### config.mk
export PLATFORM = sky130hd
export DESIGN_NAME = rr_mux_arbiter_4
export DESIGN_NICKNAME = d
export VERILOG_FILES = /design/src/rtl/rr_mux_arb_pkg.sv /design/src/rtl/rr_priority_pick.sv /design/src/rtl/rr_mux_arbiter_4.sv
export SDC_FILE = /design/constraint.sdc
export NUM_CORES = 1
export LEC_CHECK = 0
export BUFFER_PORTS_ARGS = -buffer_cell sky130_fd_sc_hd__buf_2
export CAP_MARGIN = 15
export CORE_ASPECT_RATIO = 1.5
export CORE_MARGIN = 2
export CORE_UTILIZATION = 46
export CTS_CLUSTER_DIAMETER = 200
export CTS_CLUSTER_SIZE = 25
export DETAILED_ROUTE_END_ITERATION = 7
export PLACE_DENSITY = 0.82
export SYNTH_ARGS = -nofsm -noshare
export SYNTH_HDL_FRONTEND = slang
export SYNTH_SLANG_ARGS = --single-unit
### constraint.sdc
create_clock -name clk -period 2.6 [get_ports clk]
set_input_delay 0.13 -clock clk [delete_from_list [all_inputs] [get_ports clk]]
set_output_delay 0.13 -clock clk [all_outputs]
set_load 0.01 [all_outputs]
### src/rtl/rr_mux_arb_pkg.sv
// Shared types for the 4-requester round-robin AND-OR mux arbiter.
package rr_mux_arb_pkg;
  localparam int N_REQ = 4;

  typedef logic [1:0] req_idx_t;
  typedef logic [3:0] req_vec_t;

  typedef enum logic {
    ARB  = 1'b0,
    LOCK = 1'b1
  } arb_state_t;

  function automatic req_vec_t idx_to_onehot(input req_idx_t idx);
    return req_vec_t'(4'b0001 << idx);
  endfunction
endpackage

### src/rtl/rr_priority_pick.sv
// Round-robin pick: first valid requester scanning ptr+1, ptr+2, ... ptr (mod 4).
module rr_priority_pick
  import rr_mux_arb_pkg::*;
(
  input  req_vec_t valid,
  input  req_idx_t ptr,
  output req_vec_t grant,
  output req_idx_t idx,
  output logic     any
);

  // Scan starts just after the last grant so the previous winner is considered last
  always_comb begin
    grant = 4'b0000;
    idx   = ptr;
    any   = 1'b0;
    for (int k = 1; k <= N_REQ; k++) begin
      if (!any && valid[req_idx_t'(int'(ptr) + k)]) begin
        any   = 1'b1;
        idx   = req_idx_t'(int'(ptr) + k);
        grant = idx_to_onehot(req_idx_t'(int'(ptr) + k));
      end else begin
        any = any;
      end
    end
  end

endmodule

### src/rtl/rr_mux_arbiter_4.sv
// Round-robin 4:1 valid/ready arbiter with AND-OR data mux and one registered output stage.
// Optional packet lock (grant pinned until in_last) enabled by defining RR_ARB_LOCK_EN.
module rr_mux_arbiter_4
  import rr_mux_arb_pkg::*;
#(
  parameter int DATA_W = 4
) (
  input  logic                clk,
  input  logic                rst_n,
  input  logic [3:0]          in_valid,
  input  logic [4*DATA_W-1:0] in_data,
  output logic [3:0]          in_ready,
`ifdef RR_ARB_LOCK_EN
  input  logic [3:0]          in_last,
  output logic                out_last,
`endif
  output logic                out_valid,
  input  logic                out_ready,
  output logic [DATA_W-1:0]   out_data,
  output logic [1:0]          out_src
);

  arb_state_t        state;
  req_idx_t          ptr;
  req_idx_t          lock_idx;
  logic              load;
  req_vec_t          pick_grant;
  req_idx_t          pick_idx;
  logic              pick_any;
  req_vec_t          grant;
  req_idx_t          win_idx;
  logic              win_any;
  logic              win_last;
  logic              hs;
  logic [DATA_W-1:0] mux_data;

  assign load = ~out_valid | out_ready;

  rr_priority_pick u_pick (
    .valid (in_valid),
    .ptr   (ptr),
    .grant (pick_grant),
    .idx   (pick_idx),
    .any   (pick_any)
  );

  // In LOCK only the locked requester may win; otherwise the round-robin pick does
  always_comb begin
    grant   = 4'b0000;
    win_idx = pick_idx;
    win_any = 1'b0;
    case (state)
      ARB: begin
        grant   = pick_grant;
        win_idx = pick_idx;
        win_any = pick_any;
      end
      LOCK: begin
        win_idx = lock_idx;
        win_any = in_valid[lock_idx];
        grant   = in_valid[lock_idx] ? idx_to_onehot(lock_idx) : 4'b0000;
      end
      default: begin
        grant   = 4'b0000;
        win_idx = pick_idx;
        win_any = 1'b0;
      end
    endcase
  end

  assign in_ready = load ? grant : 4'b0000;
  assign hs       = load & win_any;

  // Gate-level AND-OR select driven directly by the one-hot grant
  always_comb begin
    mux_data = '0;
    for (int i = 0; i < N_REQ; i++) begin
      mux_data = mux_data | (in_data[i*DATA_W +: DATA_W] & {DATA_W{grant[i]}});
    end
  end

`ifdef RR_ARB_LOCK_EN
  assign win_last = in_last[win_idx];
`else
  // Without packet lock every beat is a complete packet, so the FSM never leaves ARB
  assign win_last = 1'b1;
`endif

  // Output stage, round-robin pointer and packet-lock FSM
  always_ff @(posedge clk or negedge rst_n) begin
    if (!rst_n) begin
      state     <= ARB;
      ptr       <= 2'd3;
      lock_idx  <= 2'd0;
      out_valid <= 1'b0;
      out_data  <= '0;
      out_src   <= 2'd0;
`ifdef RR_ARB_LOCK_EN
      out_last  <= 1'b0;
`endif
    end else if (load) begin
      if (hs) begin
        out_valid <= 1'b1;
        out_data  <= mux_data;
        out_src   <= win_idx;
        ptr       <= win_idx;
        lock_idx  <= win_idx;
`ifdef RR_ARB_LOCK_EN
        out_last  <= win_last;
`endif
        case (state)
          ARB:     state <= win_last ? ARB : LOCK;
          LOCK:    state <= win_last ? ARB : LOCK;
          default: state <= ARB;
        endcase
      end else begin
        out_valid <= 1'b0;
      end
    end else begin
      out_valid <= out_valid;
    end
  end

endmodule

== After elaboration in Yosys (flattened, before gate mapping) ==
Cells that the tools add are included.
Storage, ports and cells
  flip-flop bits (word level): 9
  latch bits: 0
  bits in writable memories: 0
  ROM bits: 0
  output and inout bits: 11
  word-level logic and storage cells: 55
  memories: 0
Operators by class
  $add $sub $neg: 4
  $mul: 0
  divide/modulo/power cells: 0
  magnitude comparators: 4
  equal/unequal tests: 0
  shifts and indexed selects: 4
  mux-type cells: 22
  bitwise operators: 10
  reductions and logical operators: 7
Operator list (count)
  4-bit two-way mux: 5
  4-bit AND: 4
  1-bit by 2-bit << shifter with 4-bit output (first input constant): 4
  2-bit by 3-bit less-than comparator with 1-bit output (second input constant): 4
  4-bit bitwise OR: 3
  1-bit two-way mux: 9
  1-bit binary-select mux with 2-bit select: 4
  2-bit two-way mux: 4
  2-bit by 1-bit adder with 2-bit output (second input constant): 2
  2-bit adder (second input constant): 2
  1-bit logical AND: 3
  1-bit logical NOT: 3
  2-bit AND reduction: 1
  1-bit AND: 1
  1-bit NOT: 1
  1-bit bitwise OR: 1

== Longest topological paths before layout ==
  depth in word-level cells: 17
  depth in mapped cells: 10
  mapped depth without buffers: 8

== Modules after synthesis ==
A second synthesis with hierarchy kept.
Unflattened totals
  cells, all modules: 97
  area, all modules: 944.7 um^2
By module, submodules not included
  rr_priority_pick: times used 1, cells an instance 58, area an instance 483.0 um^2, seq. area each 0.0 um^2
  rr_mux_arbiter_4: times used 1, cells an instance 39, area an instance 461.7 um^2, seq. area each 227.7 um^2

== Least setup slack after synthesis ==
OpenSTA, ideal clock, no wires.
  path kind: register to register
  start: reg ptr[1]
  end: reg out_data[3]
  setup time: 0.129 ns
  data arrival time: 2.681 ns
  setup slack: -0.210 ns
  cell stages (with the launch flop): 11
  path buffers: 2
  period minus slack after synthesis: 2.810 ns
  path through: dfstp_2 > buf_4 > inv_1 > ha_1 > buf_6 > mux2_1 > nand2_1 > o22ai_2 > a2111o_1 > and3_1 > o41a_1
On the way
  word-level cells in the longest chain between the ends: 17
RTL lines
  from (decl): line rr_mux_arbiter_4.sv:24  | req_idx_t ptr;
  from (signal assigned): line rr_mux_arbiter_4.sv:106  | ptr <= win_idx;
  2-bit by 1-bit adder with 2-bit output: line rr_priority_pick.sv:18, rr_priority_pick.sv:21
  1-bit binary-select mux with 2-bit select: line rr_priority_pick.sv:18  | if (!any && valid[req_idx_t'(int'(ptr) + k)]) begin
  1-bit two-way mux (not written as such): line rr_priority_pick.sv:18
  1-bit two-way mux: line rr_priority_pick.sv:18
  1-bit logical NOT: line rr_priority_pick.sv:18
  1-bit logical AND: line rr_priority_pick.sv:18
  1-bit two-way mux: line rr_priority_pick.sv:18
  1-bit logical NOT: line rr_priority_pick.sv:18
  1-bit logical AND: line rr_priority_pick.sv:18
  1-bit two-way mux: line rr_priority_pick.sv:18
  1-bit logical NOT: line rr_priority_pick.sv:18
  1-bit logical AND: line rr_priority_pick.sv:18
  4-bit two-way mux: line rr_priority_pick.sv:18
  4-bit AND: line rr_mux_arbiter_4.sv:78  | mux_data = mux_data | (in_data[i*DATA_W +: DATA_W] & {DATA_W{grant[i]}});
  4-bit bitwise OR (3 in a row): line rr_mux_arbiter_4.sv:78
  to (signal assigned): line rr_mux_arbiter_4.sv:104  | out_data <= mux_data;
  to (decl): line rr_mux_arbiter_4.sv:19  | output logic [DATA_W-1:0] out_data,
Several ways; a longest one is shown, not always the timed one. The select of a mux whose other input is x is not followed.
A chain may end at the register's enable or synchronous reset.

== Worst setup path after layout ==
  start: reg ptr[0]
  end: out in_ready[0]
On the way
  word-level cells in the longest chain between the ends: 14
RTL lines
  2-bit by 1-bit adder with 2-bit output: line rr_priority_pick.sv:18, rr_priority_pick.sv:21
  1-bit binary-select mux with 2-bit select: line rr_priority_pick.sv:18
  1-bit two-way mux (not written as such): line rr_priority_pick.sv:18
  1-bit two-way mux: line rr_priority_pick.sv:18
  1-bit logical NOT: line rr_priority_pick.sv:18
  1-bit logical AND: line rr_priority_pick.sv:18
  1-bit two-way mux: line rr_priority_pick.sv:18
  1-bit logical NOT: line rr_priority_pick.sv:18
  1-bit logical AND: line rr_priority_pick.sv:18
  1-bit two-way mux: line rr_priority_pick.sv:18
  1-bit logical NOT: line rr_priority_pick.sv:18
  1-bit logical AND: line rr_priority_pick.sv:18
  4-bit two-way mux (*): line rr_priority_pick.sv:18
  4-bit two-way mux (*): line rr_mux_arbiter_4.sv:71  | assign in_ready = load ? grant : 4'b0000;
  to (decl): line rr_mux_arbiter_4.sv:12  | output logic [3:0] in_ready,
Mark *: on every way between the ends. The rest lies on a longest branch, timed or not. The select of a mux whose other input is x is not followed.

==> flow_summary.yaml <==
run_status:
  status: "finished with violations"
  violations: "negative setup slack"
clock_network:
  cts_max_level: 1
  clk_path_buf_depth: 2
  insertion_delay_ns: 0.26
  cts_buffers: 3
  root_buffer: "clkbuf_4"
  cts_tree: "done"
  cts_sinks: 9
  clk_pin_slew_ns: 0.06
route:
  drt-pass1-iter-count: 4
  drcViolationCount: 0
  routed_wl_um: 3112
  avgRoutedWirePerCell_um: 15.48
  ant_nets: 0
  drt_iter0_drc: 7
  vias_per_cell: 5.761
  vias: 1158
power_and_ir_drop:
  pwr-share-clk_pct: 5.9
  p_leak_nw: 0.6696
  internal_power_uw: 972.2
  p_sw_share_pct: 45.65
  power_density_nw_per_um2: 1238
  pwr-share-seq_pct: 14.3
  net-switching-power_uw: 816.6
  worst_ir_drop_vdd_mv: 0.5136
  pwr-share-comb_pct: 79.7
synth:
  synth_fp_nets: 162
  avgSynthCellArea_um2: 8.123
  synth.ff_latch_count: 9
  synth_cells: 134
  synth-edff-count: 0
  synth_cell_type_count: 43
  ys.flop_type: "dfrtp_1"
  yosysWarningCount: 0
  synthArstFlopShare_pct: 100.0
  syn_area_um2: 1089
  ys_seq_area_share_pct: 20.92
placed_design:
  placed_cells: 188
  port_buffers: 33
  dp_worst_setup_slack_ns: 0.04302
  dpl.hpwl_um: 2354
  gp_congestion: 0.8755
timing:
  fin_crit_sh_pct: 101.2
  timing.slew.headroom_pct: 62.89
  grt_setup_unrepaired: "yes"
  maxSlewViolCount: 0
  clock.fmax_mhz: 379.9
  hold_violations: 0
  worst_slack_ns: -0.03227
  worstMarginPinSlew_ns: 0.5545
  setup_viol: 2
  min_period_ns: 2.632
  clock_skew_ns: 0.003499
setup_path:
  rrSetupSlack_ns: 0.03
  critPathKind: "reg2out"
  cp.required_ns: 2.47
  reg2reg_depth: 11
  worstPathArrival_ns: 2.50
  end_kind: "output pin"
  r2r_start: "ptr[0]"
  worst_r2r_endpoint: "out_data[2]"
  critPathLaunchType: "flop"
  crit_fanout: 7
layout:
  multiInputGateArea_um2: 850.8
  final_common_cell: "buf_2"
  fill_cells: 203
  regArea_um2: 227.7
  layout.cells.non_filler: 201
  antenna_cells: 0
  nets: 207
  syn_to_final_growth_pct: 32.76
  final_cell_mix: "33 x buf_2, 15 x nand2_1, 14 x o21ai_0"
  drive_above_1_share_pct: 41.01
global_route:
  grt_overflow: 0
  grt_pass1_vias: 1193
  grt_max_degree: 18
  antenna_found_initial: 0
  grt.total_usage_pct: 24.56
  grt_pass1_wl_um: 5313
floorplan:
  chipWidth_um: 43.72
  core-area_um2: 2233
  rows: 21
  chipHeight_um: 63.58
  io_pins: 34
  die_area_um2: 2780
  initial_utilization_pct: 48.74
run:
  max-cap-violations: 0
min_path:
  holdCritPathClass: "in2async"
[power groups by stage]
stage | combinational (mW) | sequential [mW] | clock, mW
after floorplan | 0.939 | 0.292 | 0
after global placement | 1.24 | 0.256 | 0
after detailed placement | 1.28 | 0.259 | 0
after CTS | 1.40 | 0.256 | 0.110
after global routing | 1.56 | 0.262 | 0.116
final | 1.43 | 0.256 | 0.106
[cell families after synthesis]
| group | synth area share, % |
|---|---|
| and+or+nand+nor | 28.39 |
| DFF | 20.92 |
| adders and majority gates | 5.747 |
| muxes | 7.586 |
| AOI/OAI and AO/OA | 28.85 |
| buffers and inverters | 8.505 |
[how the worst max path moves through the flow]
stage / startpoint / to / slack (ns) / depth (start not counted)
CTS: ptr[0] / in_ready[0] / -0.04 / 10
global route: ptr[0] / in_ready[1] / -0.14 / 9
floorplan: ptr[1] / out_data[3] / -0.002 / 10
finish: ptr[0] / in_ready[0] / -0.03 / 10
global placement: ptr[0] / out_data[1] / 0.06 / 9
detailed placement: ptr[0] / out_data[1] / 0.04 / 9
[worst max-delay path: stages (launching register included)]
cell and delay [ns]:
dfstp_2 0.55, inv_4 0.04, ha_4 0.31, mux2_4 0.32, nand2_4 0.07, o22ai_4 0.09, buf_6 0.14, a2111oi_4 0.38
buf_4 0.18, nor2_2 0.03, buf_2 0.13
[state kept, by name (all words and copies together), names as in the netlist]
name       flops
out_src        2
out_data       4
out_valid      1
ptr            2
[cell usage after synthesis (4+ instances only)]
master,count,area share (%)
ha_1,5,5.7
dfrtp_1,7,16
buf_6,4,4.1
a31oi_1,4,2.3
inv_1,6,2.1
nand2_1,16,5.5
and3_1,6,3.4
o21ai_0,14,6.4
mux2i_1,6,5.5
nor2_1,12,4.1
[metal layers]
layer / vias up / part of all wire [%] / track usage, %
li1: 583 / - / -
met1: 524 / 40 / 27.79
met2: 43 / 52 / 43.93
met3: 8 / 4.6 / 4.011
met4: 0 / 3.4 / 9.091
met5: - / 0 / 0
[per-stage QoR]
step	TNS (ns)	utilization, %	power, mW	hold slack [ns]	cell area (um2)
after floorplan	-0.001833	-	1.230	-0.1656	1162
after global placement	0	59.44	1.494	-0.01800	1328
after detailed placement	0	59.44	1.540	-0.01182	1328
after CTS	-0.04422	64.26	1.766	0.2415	1435
after global routing	-0.8139	64.71	1.941	0.2606	1445
final	-0.03673	64.71	1.789	0.2545	1445
[layout make-up]
type,count,area share [%]
Multi-Input combinational cell,111,58.87
Timing Repair Buffer,48,19.65
Sequential cell,9,15.76
Tap cell,23,1.991
Inverter,6,1.905
Clock buffer,4,1.818
[timing repair]
item	4_1_cts	5_1_grt
hold buffers	1	0
setup endpoints to repair	4	8
hold endpoints to repair	9	0
gates resized for setup	5	1
pin swaps	7	1
setup buffers	7	1
Power figures use the tool's default switching activity.
